File: config.mk
export PLATFORM = sky130hd
export DESIGN_NAME = keypad_scanner_flat
export DESIGN_NICKNAME = d
export VERILOG_FILES = /design/src/rtl/keypad_pkg.sv /design/src/rtl/keypad_scanner_if.sv /design/src/rtl/keypad_tick.sv /design/src/rtl/keypad_scanner.sv /design/src/flat_wrapper.sv
export SDC_FILE = /design/constraint.sdc
export NUM_CORES = 1
export LEC_CHECK = 0
export BUFFER_PORTS_ARGS = -buffer_cell sky130_fd_sc_hd__buf_4
export CORE_MARGIN = 3
export CORE_UTILIZATION = 45
export CTS_CLUSTER_DIAMETER = 200
export DETAILED_ROUTE_END_ITERATION = 10
export GPL_ROUTABILITY_DRIVEN = 0
export GPL_TIMING_DRIVEN = 0
export RECOVER_POWER = 100
export SLEW_MARGIN = 20
export SYNTH_ARGS = -nofsm -noshare
export SYNTH_HDL_FRONTEND = slang
export SYNTH_SLANG_ARGS = --single-unit
File: constraint.sdc
create_clock -name clk_100mhz -period 3.3 [get_ports clk_100mhz]
set_clock_uncertainty 0.1 [all_clocks]
set_input_delay 0.66 -clock clk_100mhz [delete_from_list [all_inputs] [get_ports clk_100mhz]]
set_output_delay 0.66 -clock clk_100mhz [all_outputs]
set_load 0.02 [all_outputs]
File: src/rtl/keypad_pkg.sv
// Shared constants and state encoding for the matrix-keypad scanner.
package keypad_pkg;

  localparam int ROWS   = 4;
  localparam int COLS   = 4;
  localparam int ROW_W  = $clog2(ROWS);
  localparam int COL_W  = $clog2(COLS);
  localparam int CODE_W = ROW_W + COL_W;

  typedef enum logic [1:0] {
    SCAN,
    CONFIRM,
    HELD
  } scan_state_t;

endpackage

File: src/rtl/keypad_scanner_if.sv
// Key-code handshake between the scanner (master) and its consumer (slave).
interface keypad_scanner_if;
  import keypad_pkg::*;

  logic [CODE_W-1:0] key_code;
  logic              key_valid;
  logic              key_ack;
  logic              key_held;
  logic              overflow;

  modport master (
    output key_code,
    output key_valid,
    output key_held,
    output overflow,
    input  key_ack
  );

  modport slave (
    input  key_code,
    input  key_valid,
    input  key_held,
    input  overflow,
    output key_ack
  );

endinterface

File: src/rtl/keypad_tick.sv
// Dwell counter: free-running 0..DWELL-1 with a one-cycle strobe on terminal count.
module keypad_tick #(
  parameter int DWELL = 100_000
) (
  input  logic clk,
  input  logic rst_n,
  output logic tick
);

  localparam int CNT_W = (DWELL > 1) ? $clog2(DWELL) : 1;

  logic [CNT_W-1:0] count;

  assign tick = (count == CNT_W'(DWELL - 1));

  always_ff @(posedge clk or negedge rst_n) begin
    if (!rst_n) begin
      count <= '0;
    end else if (tick) begin
      count <= '0;
    end else begin
      count <= count + 1'b1;
    end
  end

endmodule

File: src/rtl/keypad_scanner.sv
// Matrix-keypad scanner: column strobe, debounce FSM and one-entry valid/ack code register.
// Optional auto-repeat while a key is held is enabled by defining KEYPAD_REPEAT_EN.
module keypad_scanner
  import keypad_pkg::*;
#(
  parameter int CLK_HZ             = 100_000_000,
  parameter int SCAN_HZ            = 1000,
  parameter int DEBOUNCE_SCANS     = 4,
  parameter int REPEAT_DELAY_SCANS = 500,
  parameter int REPEAT_RATE_SCANS  = 100
) (
  input  logic              clk_100mhz,
  input  logic              rst_n,
  input  logic [ROWS-1:0]   row_n,
  output logic [COLS-1:0]   col_n,
  keypad_scanner_if.master  key
);

  localparam int DWELL = CLK_HZ / SCAN_HZ;
  localparam int DB_W  = $clog2(DEBOUNCE_SCANS + 1);

  logic [ROWS-1:0]  row_meta;
  logic [ROWS-1:0]  row_sync;
  logic             tick;
  scan_state_t      state;
  scan_state_t      state_next;
  logic [COL_W-1:0] col;
  logic [COL_W-1:0] col_next;
  logic [ROW_W-1:0] lat_row;
  logic [ROW_W-1:0] lat_row_next;
  logic [DB_W-1:0]  db_cnt;
  logic [DB_W-1:0]  db_cnt_next;
  logic             any_low;
  logic [ROW_W-1:0] low_row;
  logic             fire;
  logic [CODE_W-1:0] new_code;

`ifdef KEYPAD_REPEAT_EN
  localparam int REP_MAX = (REPEAT_DELAY_SCANS > REPEAT_RATE_SCANS) ?
                           REPEAT_DELAY_SCANS : REPEAT_RATE_SCANS;
  localparam int REP_W   = $clog2(REP_MAX + 1);

  logic [REP_W-1:0] rep_cnt;
  logic [REP_W-1:0] rep_cnt_next;
  logic             rep_phase;
  logic             rep_phase_next;
  logic [REP_W-1:0] rep_last;

  assign rep_last = rep_phase ? REP_W'(REPEAT_RATE_SCANS - 1)
                              : REP_W'(REPEAT_DELAY_SCANS - 1);
`endif

  keypad_tick #(
    .DWELL (DWELL)
  ) u_tick (
    .clk   (clk_100mhz),
    .rst_n (rst_n),
    .tick  (tick)
  );

  always_ff @(posedge clk_100mhz or negedge rst_n) begin
    if (!rst_n) begin
      row_meta <= '1;
      row_sync <= '1;
    end else begin
      row_meta <= row_n;
      row_sync <= row_meta;
    end
  end

  // Lowest-indexed pressed row wins, so scan from the top down and let later hits override.
  always_comb begin
    any_low = 1'b0;
    low_row = '0;
    for (int r = ROWS - 1; r >= 0; r--) begin
      if (!row_sync[r]) begin
        any_low = 1'b1;
        low_row = ROW_W'(r);
      end
    end
  end

  assign col_n        = ~(COLS'(1) << col);
  assign new_code     = {lat_row, col};
  assign key.key_held = (state == HELD);

  always_ff @(posedge clk_100mhz or negedge rst_n) begin
    if (!rst_n) begin
      state     <= SCAN;
      col       <= '0;
      lat_row   <= '0;
      db_cnt    <= '0;
`ifdef KEYPAD_REPEAT_EN
      rep_cnt   <= '0;
      rep_phase <= 1'b0;
`endif
    end else begin
      state     <= state_next;
      col       <= col_next;
      lat_row   <= lat_row_next;
      db_cnt    <= db_cnt_next;
`ifdef KEYPAD_REPEAT_EN
      rep_cnt   <= rep_cnt_next;
      rep_phase <= rep_phase_next;
`endif
    end
  end

  // The column stays frozen on the detected key through CONFIRM and HELD; db_cnt is reused as the release count in HELD.
  always_comb begin
    state_next   = state;
    col_next     = col;
    lat_row_next = lat_row;
    db_cnt_next  = db_cnt;
    fire         = 1'b0;
`ifdef KEYPAD_REPEAT_EN
    rep_cnt_next   = rep_cnt;
    rep_phase_next = rep_phase;
`endif
    if (tick) begin
      case (state)
        SCAN: begin
          if (any_low) begin
            lat_row_next = low_row;
            db_cnt_next  = DB_W'(1);
            state_next   = CONFIRM;
          end else begin
            col_next = col + 1'b1;
          end
        end
        CONFIRM: begin
          if (any_low && (low_row == lat_row)) begin
            if (db_cnt == DB_W'(DEBOUNCE_SCANS - 1)) begin
              fire        = 1'b1;
              db_cnt_next = '0;
              state_next  = HELD;
`ifdef KEYPAD_REPEAT_EN
              rep_cnt_next   = '0;
              rep_phase_next = 1'b0;
`endif
            end else begin
              db_cnt_next = db_cnt + 1'b1;
            end
          end else begin
            db_cnt_next = '0;
            col_next    = col + 1'b1;
            state_next  = SCAN;
          end
        end
        HELD: begin
          if (row_sync[lat_row]) begin
            if (db_cnt == DB_W'(DEBOUNCE_SCANS - 1)) begin
              db_cnt_next = '0;
              col_next    = col + 1'b1;
              state_next  = SCAN;
            end else begin
              db_cnt_next = db_cnt + 1'b1;
            end
          end else begin
            db_cnt_next = '0;
`ifdef KEYPAD_REPEAT_EN
            if (rep_cnt == rep_last) begin
              fire           = 1'b1;
              rep_cnt_next   = '0;
              rep_phase_next = 1'b1;
            end else begin
              rep_cnt_next = rep_cnt + 1'b1;
            end
`endif
          end
        end
        default: begin
          state_next = SCAN;
        end
      endcase
    end
  end

  // A same-cycle ack frees the register for an incoming event; the later load overrides the ack clear of key_valid.
  always_ff @(posedge clk_100mhz or negedge rst_n) begin
    if (!rst_n) begin
      key.key_code  <= '0;
      key.key_valid <= 1'b0;
      key.overflow  <= 1'b0;
    end else begin
      if (key.key_ack && key.key_valid) begin
        key.key_valid <= 1'b0;
        key.overflow  <= 1'b0;
      end
      if (fire) begin
        if (!key.key_valid || key.key_ack) begin
          key.key_code  <= new_code;
          key.key_valid <= 1'b1;
        end else begin
          key.overflow <= 1'b1;
        end
      end
    end
  end

endmodule

File: src/flat_wrapper.sv
// flat-port wrapper written by rule: the top's interface ports become plain ports
module keypad_scanner_flat import keypad_pkg::*;
#(
  parameter int CLK_HZ             = 100_000_000,
  parameter int SCAN_HZ            = 1000,
  parameter int DEBOUNCE_SCANS     = 4,
  parameter int REPEAT_DELAY_SCANS = 500,
  parameter int REPEAT_RATE_SCANS  = 100
)
  (clk_100mhz, rst_n, row_n, col_n, key_key_code, key_key_valid, key_key_held, key_overflow, key_key_ack);
  keypad_scanner_if key_i ();
  input  logic clk_100mhz;
  input  logic rst_n;
  input  logic [ROWS-1:0] row_n;
  output logic [COLS-1:0] col_n;
  output wire logic [$bits(key_i.key_code)-1:0] key_key_code;
  output wire logic [$bits(key_i.key_valid)-1:0] key_key_valid;
  output wire logic [$bits(key_i.key_held)-1:0] key_key_held;
  output wire logic [$bits(key_i.overflow)-1:0] key_overflow;
  input wire logic [$bits(key_i.key_ack)-1:0] key_key_ack;
  assign key_key_code = key_i.key_code;
  assign key_key_valid = key_i.key_valid;
  assign key_key_held = key_i.key_held;
  assign key_overflow = key_i.overflow;
  assign key_i.key_ack = key_key_ack;
  keypad_scanner #(.CLK_HZ(CLK_HZ), .SCAN_HZ(SCAN_HZ), .DEBOUNCE_SCANS(DEBOUNCE_SCANS), .REPEAT_DELAY_SCANS(REPEAT_DELAY_SCANS), .REPEAT_RATE_SCANS(REPEAT_RATE_SCANS)) u_core (.clk_100mhz(clk_100mhz), .rst_n(rst_n), .row_n(row_n), .col_n(col_n), .key(key_i));
endmodule
# [Yosys cells after proc, flatten, opt, wreduce, memory -nomap -nowiden]
# Cells that the tools add are included.
[totals] register_bits=40 elab_cells=75
[op_classes] n_lt_le_gt_ge=1 bitwise=1 shifts=1 eq_ne=11 add_sub_neg=3 mux=37 reduce_logical=11
[op_table] cell="2-bit 2-to-1 mux" count=13
[op_table] cell="17-bit by 1-bit adder with 17-bit output (second input constant)" count=1
[op_table] cell="17-bit == test (second input constant)" count=1
[op_table] cell="17-bit 2-to-1 mux" count=1
[op_table] cell="1-bit 2-to-1 mux" count=15
[op_table] cell="3-bit 2-to-1 mux" count=4
[op_table] cell="2-bit case mux with 3 select lines" count=2
[op_table] cell="3-bit case mux with 3 select lines" count=1
[op_table] cell="2-bit by 1-bit != test with 1-bit output (second input constant)" count=3
[op_table] cell="3-bit AND reduction" count=2
[op_table] cell="6-bit AND reduction" count=1
[op_table] cell="5-bit AND reduction" count=1
[op_table] cell="2-bit != test (second input constant)" count=2
[op_table] cell="4-bit inverter" count=1
[op_table] cell="1-bit by 2-bit left shift with 4-bit output (first input constant)" count=1
[op_table] cell="3-bit by 1-bit adder with 3-bit output (second input constant)" count=1
[op_table] cell="3-bit by 2-bit == test with 1-bit output (second input constant)" count=1
[op_table] cell="2-bit by 3-bit less-than comparator with 1-bit output (second input constant)" count=1
[op_table] cell="3-bit != test (second input constant)" count=1
[op_table] cell="3-bit nonzero test" count=1
[op_table] cell="2-bit by 1-bit adder with 2-bit output (second input constant)" count=1
[op_table] cell="1-bit binary-select mux with 2-bit select" count=1
[op_table] cell="2-bit by 1-bit == test with 1-bit output (second input constant)" count=1
[op_table] cell="2-bit == test" count=1
[op_table] cell="other kinds (6)" count=7

# [Depth between registers and ports, before layout]
# Gate-level depths: netlist of the first run.
[logic_depth] depth_word=10 ltp_mapped=6 mapped_depth_nobuf=6

# [Hierarchy]
# A second synthesis of the first run with hierarchy kept.
[unflattened] hier_cells=176 hier_area_um2=1989.4
[modules_own_cells] mod="keypad_scanner" cells_per_inst=102 area_each_um2=1196.1 instances=1 seq_area_each_um2=585.6
[modules_own_cells] mod="keypad_tick" cells_per_inst=74 area_each_um2=793.3 instances=1 seq_area_each_um2=425.4

# [Worst setup path before layout of the first run]
# OpenSTA, ideal clock, no wires.
[synth_path] kind="register to register" start="reg u_core.u_tick.count[14]" end="reg u_core.col[1]" path_slack_ns=0.984 n_path_buf=0 path_stages_with_launch=6 arrival_time_ns=2.089 required_ns=3.072 synth_period_minus_slack_ns=2.316 setup_ns=0.128 path_cell_list="dfrtp_1 -> or4b_4 -> nor4_4 -> nor2b_1 -> and3_1 -> mux2_1"
[synth_via] elab_chain_cells=2
[synth_lines] element="start: declaration" line_no="keypad_tick.sv:12" text="logic [CNT_W-1:0] count;"
[synth_lines] element="start signal: assignment" line_no="keypad_tick.sv:22" text="count <= count + 1'b1;"
[synth_lines] element="17-bit == test" line_no="keypad_tick.sv:14" text="assign tick = (count == CNT_W'(DWELL - 1));"
[synth_lines] element="6-bit AND reduction (no line)"
[synth_lines] element="end signal: assignment" line_no="keypad_scanner.sv:99" text="col <= col_next;"
[synth_lines] element="end: declaration" line_no="keypad_scanner.sv:27" text="logic [COL_W-1:0] col;"
# No other way between the ends.
# A chain may end at the register's enable or synchronous reset.

# [Final worst setup path of the first run]
[layout_path] start="reg u_core.u_tick.count[11]" end="reg u_core.key.key_code[0]"
[layout_via] elab_chain_cells=3
[layout_lines] element="17-bit == test" line_no="keypad_tick.sv:14"
[layout_lines] element="1-bit 2-to-1 mux" line_no="keypad_scanner.sv:120" text="if (tick) begin"
[layout_lines] element="2-bit AND reduction (no line)"
[layout_lines] element="end signal: assignment" line_no="keypad_scanner.sv:192" text="key.key_code <= new_code;"
[layout_lines] element="end: declaration" line_no="keypad_scanner_if.sv:12" text="output key_code,"
# No other way between the ends.

==> results of run 1 <==
[layout make-up]
cell class	count	area, um2	share of cell area
Sequential cell	40	1010	0.473
Multi-Input combinational cell	117	842	0.394
Timing Repair Buffer	17	82.6	0.0387
Clock buffer	7	76.3	0.0357
Tap cell	50	62.6	0.0293
Inverter	13	48.8	0.0228
Buffer	2	7.51	0.00351
Clock inverter	1	5.00	0.00234
[worst max-delay path, stage by stage, from the launching register on]
cell	delay, ns
dfrtp_1	0.42
or4b_4	0.55
nor4_4	0.54
nand2_1	0.19
nor3_1	0.54
mux2_1	0.37
[synthesized netlist by cell type, drive strengths merged, types with 3 or more instances]
| library cell | number | area, um2 |
|---|---|---|
| nor3 | 5 | 36.3 |
| inv | 13 | 48.8 |
| nand3 | 8 | 40.0 |
| nor2b | 3 | 18.8 |
| dfstp | 8 | 210 |
| a21oi | 3 | 15.0 |
| xnor2 | 11 | 96.3 |
| a31oi | 6 | 37.5 |
| ha | 10 | 125 |
| mux2 | 5 | 56.3 |
| nor2 | 12 | 45.0 |
| xor2 | 5 | 43.8 |
| and3 | 4 | 25.0 |
| dfrtp | 32 | 801 |
| nand4 | 4 | 25.0 |
| nand2 | 16 | 62.6 |
[through the flow]
step           utilization  total power, mW
5_1_grt              0.526            0.868
3_5_place_dp         0.521            0.535
3_3_place_gp         0.521            0.533
6_report             0.526            0.833
4_1_cts              0.541            0.847
2_1_floorplan            -            0.517
[routing by layer]
layer  share of wire  up-vias  global-route usage
met5               0        -                   0
li1                -      646                   -
met1            0.48      636               0.204
met4           0.012        0              0.0564
met2            0.45       36               0.215
met3           0.058        6              0.0505
[flip-flops by register name, summed over array words and instances (netlist names)]
signal	cells
u_core.db_cnt	3
u_core.key.overflow	1
u_core.row_meta	4
u_core.row_sync	4
u_core.state	2
u_core.key.key_valid	1
u_core.u_tick.count	17
u_core.col	2
u_core.lat_row	2
u_core.key.key_code	4
[worst max path at each step]
stage,from,to,depth (start not counted)
CTS,u_core.u_tick.count[13],u_core.col[1],5
finish,u_core.u_tick.count[11],u_core.key.key_code[0],5
detailed placement,u_core.u_tick.count[13],u_core.col[1],5
floorplan,u_core.u_tick.count[14],u_core.col[1],5
global route,u_core.u_tick.count[0],u_core.key.key_code[1],6
global placement,u_core.u_tick.count[14],u_core.col[1],5
[logic make-up after synthesis]
group	count (synthesis)	synth area share
AND/OR/NAND/NOR	63	0.185
flip-flops	40	0.525
AO/OA/AOI/OAI	22	0.0813
XOR/XNOR	16	0.0728
buffers and inverters	15	0.0299
adder cells (fa/ha/maj)	10	0.0650
multiplexers	6	0.0410
[power groups by stage]
stage / clock network, mW / registers, mW / logic (mW)
4_1_cts: 0.321 / 0.502 / 0.0236
5_1_grt: 0.340 / 0.503 / 0.0250
3_3_place_gp: 0 / 0.511 / 0.0220
3_5_place_dp: 0 / 0.512 / 0.0236
6_report: 0.309 / 0.503 / 0.0216
2_1_floorplan: 0 / 0.511 / 0.00623
==> out/metrics.yaml, run 1 <==
status: "finished with violations"
violations: "max-capacitance violations, max-slew violations"
hp-class: "flip-flop to flip-flop"
switching_share: 0.214
drive_above_1_share: 0.117
ys_types: 40
worst_slack_ns: 0.469
tns_ns: 0
hold_path.startpoint: "u_core.row_meta[2]"
yosysWarnings: 0
clock_latency_ns: 0.29
async_flop_share: 1.00
relSlewSlack: -0.391
hold_depth: 0
pre_cts_slack_ns: 0.703
dieArea_um2: 5100
post_cts_buffers: 0
critPathArrivalTime_ns: 2.90
antenna_found_initial: 0
grt_max_degree: 41
placed_cell_area_um2: 2110
worstSetupPathType: "flip-flop to flip-flop"
syn_inst: 172
vias: 1324
portBuffers: 17
post-route-min-period_ns: 2.83
rr_worst_depth: 5
drc: 0
num_rows: 23
diodes: 0
ant_nets: 0
placed_cells: 239
hold_viol: 0
final-setup-viol-count: 0
peakVddDrop_mv: 0.232
cp.required_ns: 3.37
r2r_start: "u_core.u_tick.count[11]"
clk_pin_slew_ns: 0.08
initialDrtViolationCount: 66
synthFlopType: "dfrtp_1"
startpoint_type: "flip-flop"
p_leak_nw: 0.953
grt_pass1_wl_um: 5900
r2r_slack_ns: 0.47
final_cell_mix: "dfrtp_1 (32), nand2_1 (16), clkbuf_1 (16)"
intPower_mw: 0.654
cts_buffers: 5
drv_slew: 41
dr.pass1.iters: 4
cts_tree: "done"
ios: 18
final_common_cell: "dfrtp_1"
die_x_um: 71.4
syn2layout_area_growth_pct: 11.0
min_to: "u_core.row_sync[2]"
fmax_ghz: 0.353
clock_power_share: 0.371
comb_power_share: 0.026
wl_per_cell_um: 13.8
root_buffer: "clkbuf_8"
rsz0062_at_grt: "no"
cts-resized-gates: 0
netlist_area_um2: 1920
fin_nets: 213
syn_avg_cell_area_um2: 11.2
cts_buffer_depth: 2
max-cap-violations: 1
final-instance-count-excl-fill: 247
ys_seq_elements: 40
cp-end-kind: "flip-flop"
vias_per_cell: 5.36
initial_core_util: 0.474
dp_hpwl_um: 2430
yosysSeqAreaShare: 0.525
cts_hold_buf: 0
whs_ns: 0.256
design_area_um2: 2140
synth_edf_count: 0
seqPwrFrac: 0.603
die_h_um: 71.4
grt_pass1_vias: 1296
worst-path-max-fanout: 9
track_usage: 0.148
drt_wl_total_um: 3420
power_density_nw_per_um2: 390
core_um2: 4060
worst_pin_slew_ns: 2.09
switchingPower_mw: 0.179
synth_fp_nets: 189
cts.htree.levels: 2
worstReg2RegEnd: "u_core.key.key_code[0]"
fillCellCount: 376
cts_sinks: 40
finalCritPeriodShare: 0.858
gr-total-overflow: 0
Note: power is estimated with default switching activity, not from simulation.
==> inputs of run 2 (changes only) <==
--- a/config.mk
+++ b/config.mk
@@ -8,7 +8,6 @@
 export BUFFER_PORTS_ARGS = -buffer_cell sky130_fd_sc_hd__buf_4
 export CORE_MARGIN = 3
 export CORE_UTILIZATION = 45
-export CTS_CLUSTER_DIAMETER = 200
 export DETAILED_ROUTE_END_ITERATION = 10
 export GPL_ROUTABILITY_DRIVEN = 0
 export GPL_TIMING_DRIVEN = 0
@@ -16,4 +15,5 @@
 export SLEW_MARGIN = 20
 export SYNTH_ARGS = -nofsm -noshare
 export SYNTH_HDL_FRONTEND = slang
+export SYNTH_HIERARCHICAL = 1
 export SYNTH_SLANG_ARGS = --single-unit
==> run 2 against run 1 <==
Compared with the run above:
- the run still ends with max-capacitance violations, max-slew violations left
- utilization rose by 0.71 points
- sequential share of layout area fell by 1.6 points
- final cell count rose by 2.4%
- global-route usage rose by 0.85 points
==> out/metrics.yaml, run 2 <==
yosysSeqAreaShare: 0.508
p_leak_nw: 0.981
placed_cells: 243
synth_edf_count: 0
hp-class: "flip-flop to flip-flop"
async_flop_share: 1.00
portBuffers: 17
yosys.area_share.adder: 0.0629
netlist_area_um2: 1990
power_density_nw_per_um2: 416
ys_types: 44
max-cap-violations: 1
startpoint_type: "flip-flop"
die_h_um: 72.5
drc: 0
cp-end-kind: "flip-flop"
vias_per_cell: 5.52
fin_nets: 219
yosys-top-cells-count: "dfrtp_1 (32), nand2_1 (18), inv_1 (13), nor2_1 (13)"
rsz0062_at_grt: "no"
relSlewSlack: -0.343
synth_top_family_by_area: "simple AND/OR/NAND/NOR gates"
final_cell_mix: "dfrtp_1 (32), nand2_1 (18), clkbuf_1 (16)"
syn_avg_cell_area_um2: 11.3
die_x_um: 72.5
power.total_mw: 0.921
drive_above_1_share: 0.133
gr-total-overflow: 0
cp.required_ns: 3.36
worstSetupPathType: "flip-flop to flip-flop"
tns_ns: 0
syn2layout_area_growth_pct: 11.1
vias: 1396
track_usage: 0.156
hold_viol: 0
ys_seq_elements: 40
synth_top_area_frac: 0.403
core_um2: 4140
synth_xor_area_frac: 0.0660
placed_cell_area_um2: 2180
design_area_um2: 2210
final-setup-viol-count: 0
synth_fp_nets: 193
dieArea_um2: 5250
grt_pass1_wl_um: 6390
yosys.area_share.simple: 0.199
worst_slack_ns: 0.342
violations: "max-capacitance violations, max-slew violations"
cts_buffers: 5
cts.htree.levels: 2
cts_sinks: 40
wl_per_cell_um: 14.1
grt_max_degree: 41
yosysWarnings: 6
clk_pin_slew_ns: 0.07
synth_top_cell_by_area: "dfrtp_1"
syn_inst: 176
postLayoutCoreUtil: 0.534
grt_pass1_vias: 1448
post-route-min-period_ns: 2.96
peakVddDrop_mv: 0.235
drv_slew: 41
clock_latency_ns: 0.29
fmax_ghz: 0.338
dr.pass1.iters: 5
diodes: 0
ant_nets: 0
cts_buffer_depth: 2
worst_pin_slew_ns: 2.01
largest_register_ffs: 17
initial_core_util: 0.480
cts_hold_buf: 0
muxShareOfSynthArea: 0.0572
fillCellCount: 376
num_rows: 23
final-instance-count-excl-fill: 253
r2r_slack_ns: 0.34
dp_hpwl_um: 2560
initialDrtViolationCount: 52
antenna_found_initial: 0
top_register: "u_core/u_tick/count"
critPathArrivalTime_ns: 3.02
cts_tree: "done"
worst-path-max-fanout: 8
synthFlopType: "dfrtp_1"
synth_most_common_cell: "dfrtp_1"
root_buffer: "clkbuf_8"
ios: 18
pre_cts_slack_ns: 0.105
whs_ns: 0.258
final_common_cell: "dfrtp_1"
status: "finished with violations"
drt_wl_total_um: 3570
finalCritPeriodShare: 0.896
synth.area.top_cells: "dfrtp_1 (40%), dfstp_2 (11%), ha_1 (6.3%)"
synth_compound_gate_area_share: 0.0755
==> run 2: worst paths after layout <==
check                                              from                     end  cells past startpoint
worst min-delay path                 u_core/row_meta[1]      u_core/row_sync[1]                      0
worst max-delay path            u_core/u_tick/count[11]        u_core/db_cnt[1]                      8
worst min register to register       u_core/row_meta[1]      u_core/row_sync[1]                      0
max in group asynchronous                         rst_n  u_core/u_tick/count[1]                      1
min in group asynchronous                         rst_n        u_core/db_cnt[2]                      1
worst max register to register  u_core/u_tick/count[11]        u_core/db_cnt[1]                      8
==> run 2: routing by layer <==
metal | vias up | track usage | wire, um
met5 | - | 0 | 0
met4 | 0 | 0.0840 | 107
met2 | 25 | 0.265 | 1820
met3 | 11 | 0.0429 | 156
met1 | 693 | 0.179 | 1480
li1 | 667 | - | -
==> run 2: worst max-delay path: stages, from the launching register on <==
cell	delay (ns)
dfrtp_1	0.43
or4_1	0.52
or4_1	0.45
nor4_4	0.31
buf_2	0.24
o21ai_0	0.29
o21bai_1	0.31
nand2_1	0.10
o41ai_1	0.06
==> run 2: layout make-up <==
| class | instances | area [um2] | area share |
|---|---|---|---|
| Inverter | 13 | 48.8 | 0.0221 |
| Tap cell | 50 | 62.6 | 0.0283 |
| Multi-Input combinational cell | 120 | 878 | 0.397 |
| Buffer | 3 | 12.5 | 0.00566 |
| Sequential cell | 40 | 1010 | 0.457 |
| Clock buffer | 6 | 72.6 | 0.0328 |
| Timing Repair Buffer | 19 | 90.1 | 0.0407 |
| Clock inverter | 2 | 35.0 | 0.0158 |
==> run 2: what timing repair did <==
item                       in CTS  in global routing
resized for setup               0                  0
buffers inserted                0                  2
setup endpoints to repair       0                  4
==> run 2: cells by family after synthesis <==
family | after synthesis
AOI/OAI and AO/OA | 19
xor gates and xnor gates | 15
adders and majority gates | 10
buffers and inverters | 16
DFF | 40
muxes | 8
and+or+nand+nor | 68
==> run 2: where the power goes <==
part           total [mW]  internal (mW)  leakage (nW)  switching [mW]
clock network       0.392          0.224        0.0552           0.168
registers           0.505          0.500         0.516         0.00519
logic              0.0229        0.00760         0.410          0.0153
total               0.921          0.732         0.981           0.189
